File: config.mk
export PLATFORM = sky130hd
export DESIGN_NAME = control_sequencer
export DESIGN_NICKNAME = d
export VERILOG_FILES = /design/src/rtl/control_sequencer.sv
export SDC_FILE = /design/constraint.sdc
export NUM_CORES = 1
export LEC_CHECK = 0
export BUFFER_PORTS_ARGS = -buffer_cell sky130_fd_sc_hd__buf_4
export CAP_MARGIN = 20
export CORE_MARGIN = 4
export CORE_UTILIZATION = 45
export CTS_CLUSTER_SIZE = 10
export DETAILED_ROUTE_END_ITERATION = 16
export PLACE_DENSITY_LB_ADDON = 0.3
export SYNTH_ARGS = -nofsm -noshare
export SYNTH_HDL_FRONTEND = slang
export SYNTH_SLANG_ARGS = --single-unit
File: constraint.sdc
create_clock -name clk -period 2.9 [get_ports clk]
set_input_delay 0.435 -clock clk [delete_from_list [all_inputs] [get_ports clk]]
set_output_delay 0.435 -clock clk [all_outputs]
set_load 0.05 [all_outputs]
File: src/rtl/control_sequencer.sv
// control_sequencer: hardwired Moore control unit for the CPU datapath.
// Each instruction walks through fetch steps T0-T2 and opcode-dependent
// execute steps T3-T7; HALT is a terminal state left only through clr.
module control_sequencer #(
  parameter logic [4:0] ADD_OP = 5'd3,
  parameter int         STEP_W = 3
) (
  input  logic        clk,
  input  logic        clr,
  input  logic [31:0] ir,
  input  logic        con_ff,
  input  logic        stop,
  // bus source selects
  output logic        PCout,
  output logic        ZHighout,
  output logic        ZLowout,
  output logic        HIout,
  output logic        LOout,
  output logic        InPortout,
  output logic        Cout,
  output logic        MDRout,
  // register load enables
  output logic        MARin,
  output logic        PCin,
  output logic        MDRin,
  output logic        IRin,
  output logic        Yin,
  output logic        HIin,
  output logic        LOin,
  output logic        ZHIin,
  output logic        ZLOin,
  output logic        CONin,
  output logic        OutPortin,
  // ALU mode and memory controls
  output logic        IncPC,
  output logic        Read,
  output logic        Write,
  // register-file field selects and GPR controls
  output logic        Gra,
  output logic        Grb,
  output logic        Grc,
  output logic        Rin,
  output logic        Rout,
  output logic        BAout,
  output logic [4:0]  operation,
  output logic        run
);

  // Step encoding: T0..T7 occupy the low STEP_W bits, HALT sits above them.
  typedef enum logic [3:0] {
    S_T0   = 4'd0,
    S_T1   = 4'd1,
    S_T2   = 4'd2,
    S_T3   = 4'd3,
    S_T4   = 4'd4,
    S_T5   = 4'd5,
    S_T6   = 4'd6,
    S_T7   = 4'd7,
    S_HALT = 4'd8
  } state_t;

  // Instruction classes sharing one micro-sequence.
  typedef enum logic [3:0] {
    C_RTYPE,
    C_IMM,
    C_LD,
    C_LDI,
    C_ST,
    C_MULDIV,
    C_NEGNOT,
    C_BR,
    C_JR,
    C_IN,
    C_OUT,
    C_MFHI,
    C_MFLO,
    C_HALT,
    C_NOP
  } op_class_t;

  // All control outputs bundled so they can be cleared in one place.
  typedef struct packed {
    logic       pc_out;
    logic       zhigh_out;
    logic       zlow_out;
    logic       hi_out;
    logic       lo_out;
    logic       inport_out;
    logic       c_out;
    logic       mdr_out;
    logic       mar_in;
    logic       pc_in;
    logic       mdr_in;
    logic       ir_in;
    logic       y_in;
    logic       hi_in;
    logic       lo_in;
    logic       zhi_in;
    logic       zlo_in;
    logic       con_in;
    logic       outport_in;
    logic       inc_pc;
    logic       mem_read;
    logic       mem_write;
    logic       gra;
    logic       grb;
    logic       grc;
    logic       r_in;
    logic       r_out;
    logic       ba_out;
    logic [4:0] alu_op;
  } ctrl_t;

  state_t              r_state;
  state_t              w_state_next;
  op_class_t           w_class;
  logic [4:0]          w_opcode;
  logic [STEP_W-1:0]   w_step;
  logic [STEP_W-1:0]   w_last_step;
  ctrl_t               w_ctrl;
  ctrl_t               w_ctrl_out;
  logic                w_unused_ir;

  assign w_opcode    = ir[31:27];
  assign w_step      = r_state[STEP_W-1:0];
  // Only the opcode field steers sequencing; register fields go to the datapath.
  assign w_unused_ir = ^ir[26:0];

  // Classify the opcode into its micro-sequence family.
  always_comb begin
    w_class = C_NOP;
    case (w_opcode)
      5'd0:                                          w_class = C_LD;
      5'd1:                                          w_class = C_LDI;
      5'd2:                                          w_class = C_ST;
      5'd3, 5'd4, 5'd5, 5'd6, 5'd7, 5'd8, 5'd9,
      5'd10, 5'd11:                                  w_class = C_RTYPE;
      5'd12, 5'd13, 5'd14:                           w_class = C_IMM;
      5'd15, 5'd16:                                  w_class = C_MULDIV;
      5'd17, 5'd18:                                  w_class = C_NEGNOT;
      5'd19:                                         w_class = C_BR;
      5'd20:                                         w_class = C_JR;
      5'd22:                                         w_class = C_IN;
      5'd23:                                         w_class = C_OUT;
      5'd24:                                         w_class = C_MFHI;
      5'd25:                                         w_class = C_MFLO;
      5'd27:                                         w_class = C_HALT;
      default:                                       w_class = C_NOP;
    endcase
  end

  // Final execute step of each family; never below T3, so garbage in ir during fetch is harmless.
  always_comb begin
    w_last_step = STEP_W'(3);
    case (w_class)
      C_RTYPE, C_IMM, C_LDI: w_last_step = STEP_W'(5);
      C_LD, C_ST:            w_last_step = STEP_W'(7);
      C_MULDIV, C_BR:        w_last_step = STEP_W'(6);
      C_NEGNOT:              w_last_step = STEP_W'(4);
      default:               w_last_step = STEP_W'(3);
    endcase
  end

  // Next step: advance, wrap to T0 after the last step, or divert into HALT.
  always_comb begin
    w_state_next = r_state;
    if (r_state == S_HALT) begin
      w_state_next = S_HALT;
    end else if (w_step == w_last_step) begin
      w_state_next = (stop || (w_class == C_HALT)) ? S_HALT : S_T0;
    end else begin
      w_state_next = state_t'(r_state + 4'd1);
    end
  end

  // Step register; clr aborts any instruction and restarts fetch.
  always_ff @(posedge clk or negedge clr) begin
    if (!clr) begin
      r_state <= S_T0;
    end else begin
      r_state <= w_state_next;
    end
  end

  // Moore decode of step and opcode into control signals.
  always_comb begin
    w_ctrl = '0;
    case (r_state)
      S_T0: begin
        w_ctrl.pc_out = 1'b1;
        w_ctrl.mar_in = 1'b1;
        w_ctrl.inc_pc = 1'b1;
        w_ctrl.zlo_in = 1'b1;
        w_ctrl.alu_op = ADD_OP;
      end
      S_T1: begin
        w_ctrl.zlow_out = 1'b1;
        w_ctrl.pc_in    = 1'b1;
        w_ctrl.mem_read = 1'b1;
        w_ctrl.mdr_in   = 1'b1;
      end
      S_T2: begin
        w_ctrl.mdr_out = 1'b1;
        w_ctrl.ir_in   = 1'b1;
      end
      S_HALT: begin
        w_ctrl = '0;
      end
      default: begin
        case (w_class)
          C_RTYPE, C_IMM: begin
            case (r_state)
              S_T3: begin
                w_ctrl.grb   = 1'b1;
                w_ctrl.r_out = 1'b1;
                w_ctrl.y_in  = 1'b1;
              end
              S_T4: begin
                // Immediate forms take operand B from the C sign-extend path.
                w_ctrl.grc    = (w_class == C_RTYPE);
                w_ctrl.r_out  = (w_class == C_RTYPE);
                w_ctrl.c_out  = (w_class == C_IMM);
                w_ctrl.alu_op = w_opcode;
                w_ctrl.zlo_in = 1'b1;
              end
              S_T5: begin
                w_ctrl.zlow_out = 1'b1;
                w_ctrl.gra      = 1'b1;
                w_ctrl.r_in     = 1'b1;
              end
              default: w_ctrl = '0;
            endcase
          end
          C_LD, C_LDI, C_ST: begin
            case (r_state)
              S_T3: begin
                w_ctrl.grb    = 1'b1;
                w_ctrl.ba_out = 1'b1;
                w_ctrl.y_in   = 1'b1;
              end
              S_T4: begin
                w_ctrl.c_out  = 1'b1;
                w_ctrl.alu_op = ADD_OP;
                w_ctrl.zlo_in = 1'b1;
              end
              S_T5: begin
                // ldi writes the effective address itself back to Ra.
                w_ctrl.zlow_out = 1'b1;
                w_ctrl.mar_in   = (w_class != C_LDI);
                w_ctrl.gra      = (w_class == C_LDI);
                w_ctrl.r_in     = (w_class == C_LDI);
              end
              S_T6: begin
                // st loads MDR from the bus (Read low), ld loads it from memory.
                w_ctrl.mdr_in   = 1'b1;
                w_ctrl.mem_read = (w_class == C_LD);
                w_ctrl.gra      = (w_class == C_ST);
                w_ctrl.r_out    = (w_class == C_ST);
              end
              S_T7: begin
                w_ctrl.mdr_out   = (w_class == C_LD);
                w_ctrl.gra       = (w_class == C_LD);
                w_ctrl.r_in      = (w_class == C_LD);
                w_ctrl.mem_write = (w_class == C_ST);
              end
              default: w_ctrl = '0;
            endcase
          end
          C_MULDIV: begin
            case (r_state)
              S_T3: begin
                w_ctrl.gra   = 1'b1;
                w_ctrl.r_out = 1'b1;
                w_ctrl.y_in  = 1'b1;
              end
              S_T4: begin
                w_ctrl.grb    = 1'b1;
                w_ctrl.r_out  = 1'b1;
                w_ctrl.alu_op = w_opcode;
                w_ctrl.zhi_in = 1'b1;
                w_ctrl.zlo_in = 1'b1;
              end
              S_T5: begin
                w_ctrl.zlow_out = 1'b1;
                w_ctrl.lo_in    = 1'b1;
              end
              S_T6: begin
                w_ctrl.zhigh_out = 1'b1;
                w_ctrl.hi_in     = 1'b1;
              end
              default: w_ctrl = '0;
            endcase
          end
          C_NEGNOT: begin
            case (r_state)
              S_T3: begin
                w_ctrl.grb    = 1'b1;
                w_ctrl.r_out  = 1'b1;
                w_ctrl.alu_op = w_opcode;
                w_ctrl.zlo_in = 1'b1;
              end
              S_T4: begin
                w_ctrl.zlow_out = 1'b1;
                w_ctrl.gra      = 1'b1;
                w_ctrl.r_in     = 1'b1;
              end
              default: w_ctrl = '0;
            endcase
          end
          C_BR: begin
            case (r_state)
              S_T3: begin
                w_ctrl.gra    = 1'b1;
                w_ctrl.r_out  = 1'b1;
                w_ctrl.con_in = 1'b1;
              end
              S_T4: begin
                w_ctrl.pc_out = 1'b1;
                w_ctrl.y_in   = 1'b1;
              end
              S_T5: begin
                w_ctrl.c_out  = 1'b1;
                w_ctrl.alu_op = ADD_OP;
                w_ctrl.zlo_in = 1'b1;
              end
              S_T6: begin
                // Branch target is committed only when the condition held.
                w_ctrl.zlow_out = con_ff;
                w_ctrl.pc_in    = con_ff;
              end
              default: w_ctrl = '0;
            endcase
          end
          C_JR: begin
            if (r_state == S_T3) begin
              w_ctrl.gra   = 1'b1;
              w_ctrl.r_out = 1'b1;
              w_ctrl.pc_in = 1'b1;
            end
          end
          C_IN: begin
            if (r_state == S_T3) begin
              w_ctrl.inport_out = 1'b1;
              w_ctrl.gra        = 1'b1;
              w_ctrl.r_in       = 1'b1;
            end
          end
          C_OUT: begin
            if (r_state == S_T3) begin
              w_ctrl.gra        = 1'b1;
              w_ctrl.r_out      = 1'b1;
              w_ctrl.outport_in = 1'b1;
            end
          end
          C_MFHI: begin
            if (r_state == S_T3) begin
              w_ctrl.hi_out = 1'b1;
              w_ctrl.gra    = 1'b1;
              w_ctrl.r_in   = 1'b1;
            end
          end
          C_MFLO: begin
            if (r_state == S_T3) begin
              w_ctrl.lo_out = 1'b1;
              w_ctrl.gra    = 1'b1;
              w_ctrl.r_in   = 1'b1;
            end
          end
          default: w_ctrl = '0;
        endcase
      end
    endcase
  end

  // clr forces every control low immediately, without waiting for a clock edge.
  assign w_ctrl_out = clr ? w_ctrl : '0;

  assign PCout     = w_ctrl_out.pc_out;
  assign ZHighout  = w_ctrl_out.zhigh_out;
  assign ZLowout   = w_ctrl_out.zlow_out;
  assign HIout     = w_ctrl_out.hi_out;
  assign LOout     = w_ctrl_out.lo_out;
  assign InPortout = w_ctrl_out.inport_out;
  assign Cout      = w_ctrl_out.c_out;
  assign MDRout    = w_ctrl_out.mdr_out;
  assign MARin     = w_ctrl_out.mar_in;
  assign PCin      = w_ctrl_out.pc_in;
  assign MDRin     = w_ctrl_out.mdr_in;
  assign IRin      = w_ctrl_out.ir_in;
  assign Yin       = w_ctrl_out.y_in;
  assign HIin      = w_ctrl_out.hi_in;
  assign LOin      = w_ctrl_out.lo_in;
  assign ZHIin     = w_ctrl_out.zhi_in;
  assign ZLOin     = w_ctrl_out.zlo_in;
  assign CONin     = w_ctrl_out.con_in;
  assign OutPortin = w_ctrl_out.outport_in;
  assign IncPC     = w_ctrl_out.inc_pc;
  assign Read      = w_ctrl_out.mem_read;
  assign Write     = w_ctrl_out.mem_write;
  assign Gra       = w_ctrl_out.gra;
  assign Grb       = w_ctrl_out.grb;
  assign Grc       = w_ctrl_out.grc;
  assign Rin       = w_ctrl_out.r_in;
  assign Rout      = w_ctrl_out.r_out;
  assign BAout     = w_ctrl_out.ba_out;
  assign operation = w_ctrl_out.alu_op;
  assign run       = (r_state != S_HALT);

endmodule

==> results of run 1 <==
power by group:
part	switching, mW	leakage (nW)	total, mW	internal [mW]
registers	0.0483	0.0463	0.136	0.0877
clock network	0.0190	0.0138	0.0650	0.0460
logic	0.735	0.749	1.11	0.377
total	0.802	0.809	1.31	0.511
through the flow:
step	utilization	std cells	hold WS, ps	total power [mW]	instance area [um^2]
global placement	0.690	268	249	1.16	1770
finish	0.732	274	507	1.31	1880
floorplan	-	187	139	0.873	1320
global route	0.732	274	542	1.40	1880
detailed placement	0.690	268	250	1.19	1770
CTS	0.704	272	5.08	1.27	1810
final cells by class:
| class | instances | area, um^2 |
|---|---|---|
| Tap cell | 30 | 37.5 |
| Fill cell | 200 | 687 |
| Multi-Input combinational cell | 166 | 1180 |
| Timing Repair Buffer | 65 | 510 |
| Sequential cell | 4 | 103 |
| Inverter | 6 | 22.5 |
| Clock buffer | 3 | 22.5 |
final timing paths:
kind	from	end	slack (ps)	depth (start not counted)
max	ir[27]	Rout	80	9
min	stop	r_state[3]	510	3
max reg2reg	r_state[0]	r_state[3]	1490	6
min reg2reg	r_state[0]	r_state[0]	530	1
max in group asynchronous	clr	r_state[0]	2180	2
min in group asynchronous	clr	r_state[2]	590	2
routing by layer:
layer	GRT usage	part of all wire	wire, um
met5	0	0	0
met1	0.321	0.40	1810
met2	0.417	0.49	2210
met4	0.0650	0.025	111
met3	0.00638	0.085	382
layout by cell type, fill, tap and decap left out, types with 2 or more instances in the layout:
master,netlist,final
buf_6,1,2
nand4_1,2,2
a21oi_2,1,3
nand3b_1,2,2
nor3_2,1,4
a22o_1,2,2
o22ai_1,2,2
ha_1,10,9
xor2_1,2,2
nand2_1,22,21
and2_1,6,7
and3_1,4,4
o21ai_0,11,9
nand2b_1,2,2
nor3_1,9,6
o21a_1,2,2
o21bai_1,2,2
dfrtp_2,0,2
clkbuf_4,0,3
nand3_1,8,8
dfrtp_1,4,2
nor2_2,2,3
a211oi_1,4,3
buf_4,2,61
a21o_1,2,2
inv_1,6,6
nor4_2,0,2
a31oi_1,2,2
a21oi_1,16,14
nor2_1,21,20
critical path: stages:
cell and delay, ps:
buf_4 100, buf_4 110, mux2_2 360, a22o_1 270, buf_12 150, nor2_1 240, o21ai_0 180, a311oi_2 300
buf_4 240
repair_timing:
| action | 4_1_cts | 5_1_grt |
|---|---|---|
| setup endpoints to repair | 1 | 22 |
| buffers inserted | 1 | 1 |
| pin swaps | 1 | 4 |
| hold buffers | 0 | 1 |
| resized for setup | 1 | 17 |
| hold endpoints to repair | 0 | 4 |
logic make-up (layout without fill, tap and decap cells):
group	after synthesis	in the layout	share of synthesized area
flip-flops	4	4	0.0793
buffers and inverters	17	74	0.0674
AND/OR/NAND/NOR	89	89	0.367
XOR/XNOR	3	3	0.0208
adder cells (fa/ha/maj)	10	10	0.0991
multiplexers	4	4	0.0337
AO/OA/AOI/OAI	60	60	0.333
==> out/metrics.cfg, run 1 <==
[outcome]
status=complete, no violations

[drt]
detail-route-antenna-nets=0
drt_iter0_drc=154
vias_per_cell=6.30
wire_per_inst_um=16.5
vias=1726
drt_first_pass_iters=5
post-route-drc-count=0
wirelength_um=4510

[worst_setup_path]
critical_path_class=primary input to output port
crit_path_max_fanout=12
arrival_ps=2390
start_kind=primary input
crit_path_end_kind=output port
cp.required_ps=2470

[logic_synthesis]
synth_common_cells=nand2_1 (22), nor2_1 (21), a21oi_1 (16), o21ai_0 (11), ha_1 (10)
yosys.area.top_type=ha_1
ys_types=55
synth_top_cell_area_share=0.0991
yosys-top-cells-area=ha_1 (9.9%), dfrtp_1 (7.9%), nand2_1 (6.5%)
yosys_warnings=0
syn_area_um2=1260
ys_seq_elements=4
yosys_most_used_dff=dfrtp_1
synth_edf_count=0
postSynthAreaPerCell_um2=6.75
synth_most_common_cell=nand2_1
async_reset_ff_frac=1.00
seq_area_frac_synth=0.0793
syn_nets=233
synth_cells=187

[place]
place_congestion=0.995
hpwl_um=3490
io_buffers=42
dpl_worst_slack_ps=3.99

[cells_and_area]
area_delta_synth_final_pct=49.0
top_regs=r_state x4
antennaDiodeCount=0
final_nets=292
drive_above_1_share=0.402
largest_reg_flops=4
top_register=r_state

[timing]
rsz0062_at_grt=false
finalSetupViolCount=0
maxSlewViolCount=0
relSlewSlack=0.697
fin_ws_ps=78.4
period_needed_ps=2820
tns_ps=0
hold_violations=0
period_share=0.973
finalClockSkew_ps=0.0973
worst_pin_slew_ps=455
max_freq_mhz=354

[clocking]
clock_sinks=4
clk-insertion-delay-late_ps=230
path_clk_slew_ps=30
htree_levels=1
cts_root_buf=clkbuf_4
clock_path_buffers=2
cts_tree=built
cts_buffers=3

[floorplan]
die-height_um=61.0
initial_core_util=0.492
core_area_um2=2570
die_w_um=61.0
ioPinCount=70
rows=18
die_area_um2=3720

[global_route]
antenna_found_initial=0
track_usage=0.239
grt_max_degree=17
grt_pass1_vias=1527
grt_pass1_wl_um=6850
grt_overflow=0

[power_and_ir_drop]
leakagePower_nw=0.809
ir_drop_uv=871
p_per_area_nw_per_um2=699

[job]
maxCapViolCount=0

[worst_hold_path]
hp-class=primary input to register

(Power assumes the default switching activity.)
==> inputs of run 2 (changes only) <==
Settings changed: PLACE_DENSITY set to 0.88, PLACE_DENSITY_LB_ADDON 0.3 to unset.
==> run 2 against run 1 <==
Compared with the run above: cell area fell by 5.1%; die area unchanged; worst setup slack worse by 3.5 ps; worst hold slack got worse by 480 ps; non-clock buffer count decreased by 5; core utilization decreased by 3.8 points; sequential share of layout area rose by 0.15 points; count of clock-buffer cells in the layout stayed put; total power shrank 3.7%; critical path depth grew 1; critical path type unchanged; critical endpoint is now operation[0].
==> out/metrics.cfg, run 2 (synthesis gave the netlist of run 1 again) <==
[worst_setup_path]
start_kind=primary input
critical_path_class=primary input to output port
cp.required_ps=2470
arrival_ps=2390
crit_path_max_fanout=7
crit_path_end_kind=output port

[cells_and_area]
area_delta_synth_final_pct=41.3
top_register=r_state
final_nets=287
layout_common_cells=buf_4 (60), nand2_1 (21), nor2_1 (19), a21oi_1 (14)
top_regs=r_state x4
fill_cells=214
final_common_cell=buf_4
antennaDiodeCount=0
largest_reg_flops=4
post-route-util=0.695
drive_above_1_share=0.377

[global_route]
grt_max_degree=15
busiest_layer=met2
grt_overflow=0
track_usage=0.226
grt_pass1_vias=1472
antenna_found_initial=0
grt_use_met2=0.373
grt_pass1_wl_um=6600
use_met1=0.312
grt_use_met3=0.0213

[floorplan]
die_area_um2=3720
die_w_um=61.0
ioPinCount=70
rows=18
core_area_um2=2570
initial_core_util=0.492
die-height_um=61.0

[place]
dpl_worst_slack_ps=32.9
io_buffers=42
place_congestion=0.949
hpwl_um=3270

[timing]
maxSlewViolCount=0
finalClockSkew_ps=3.55
period_needed_ps=2830
hold_violations=0
rsz0062_at_grt=true
finalSetupViolCount=0
max_freq_mhz=354
fin_ws_ps=74.9
worst_pin_slew_ps=435
relSlewSlack=0.708
period_share=0.974

[clocking]
clock_path_buffers=2
cts_root_buf=clkbuf_4
cts_tree=built
cts_hold_buf=0
path_clk_slew_ps=40
htree_levels=1
clock_sinks=4
cts_buffers=3
clk-insertion-delay-late_ps=220

[drt]
detail-route-antenna-nets=0
vias=1697
drt_first_pass_iters=6
drt_iter0_drc=229
wirelength_um=4170
wire_per_inst_um=15.5
post-route-drc-count=0
vias_per_cell=6.31

[outcome]
status=complete, no violations

[worst_hold_path]
hp-class=primary input to asynchronous set/reset pin

[power_and_ir_drop]
leakagePower_nw=0.781
p_per_area_nw_per_um2=709
ir_drop_uv=775

[job]
maxCapViolCount=0

run 2: cell types whose count changed in the layout (fill, tap and decap cells not counted), sizes merged:
| cell | delta |
|---|---|
| buf | -4 |
| dlygate4sd3 | -1 |
run 2: through the flow:
step	setup TNS (ps)	std cells	instance area, um^2	total power, mW	hold slack [ps]
final	0	269	1780	1.27	22.1
after global routing	-84.3	269	1780	1.34	16.1
after CTS	0	269	1770	1.25	10.4
after detailed placement	0	266	1740	1.18	251
after global placement	0	266	1740	1.16	251
after floorplan	-166	187	1320	0.873	139
run 2: final cells by class:
cell class | instances | area [um^2] | area share
Multi-Input combinational cell | 166 | 1150 | 0.645
Timing Repair Buffer | 60 | 450 | 0.252
Sequential cell | 4 | 100 | 0.0561
Tap cell | 30 | 37.5 | 0.0210
Clock buffer | 3 | 22.5 | 0.0126
Inverter | 6 | 22.5 | 0.0126
run 2: metal layers:
metal  vias up  wire, um
met5         -         0
met4         0        66
met3        12       404
met2       107      1970
met1       778      1730
li1        800         -
run 2: repair_timing:
action,in CTS,in global routing
resized for setup,0,8
setup buffers,0,0
endpoints found under the setup margin,0,17
run 2: where the power goes:
group	switching, mW	internal [mW]	total [mW]	leakage (nW)
Clock	0.0180	0.0459	0.0639	0.0138
Combinational	0.719	0.348	1.07	0.719
Sequential	0.0494	0.0848	0.134	0.0486
Total	0.787	0.479	1.27	0.781
run 2: final timing paths:
path,cells after the start,slack [ps],end,from
setup / recovery,10,70,operation[0],ir[28]
hold reg to reg,1,590,r_state[0],r_state[0]
setup reg to reg,6,1400,r_state[3],r_state[0]
max in group asynchronous,1,2750,r_state[2],clr
min in group clk,3,500,r_state[3],stop
hold / removal,1,20,r_state[0],clr
run 2: critical path, cell delays in order:
cell,delay [ps]
buf_4,110
inv_1,70
ha_1,200
nor3b_2,170
o22ai_2,370
nor3_1,110
o21a_1,200
nor3_1,390
a21oi_1,120
buf_4,210
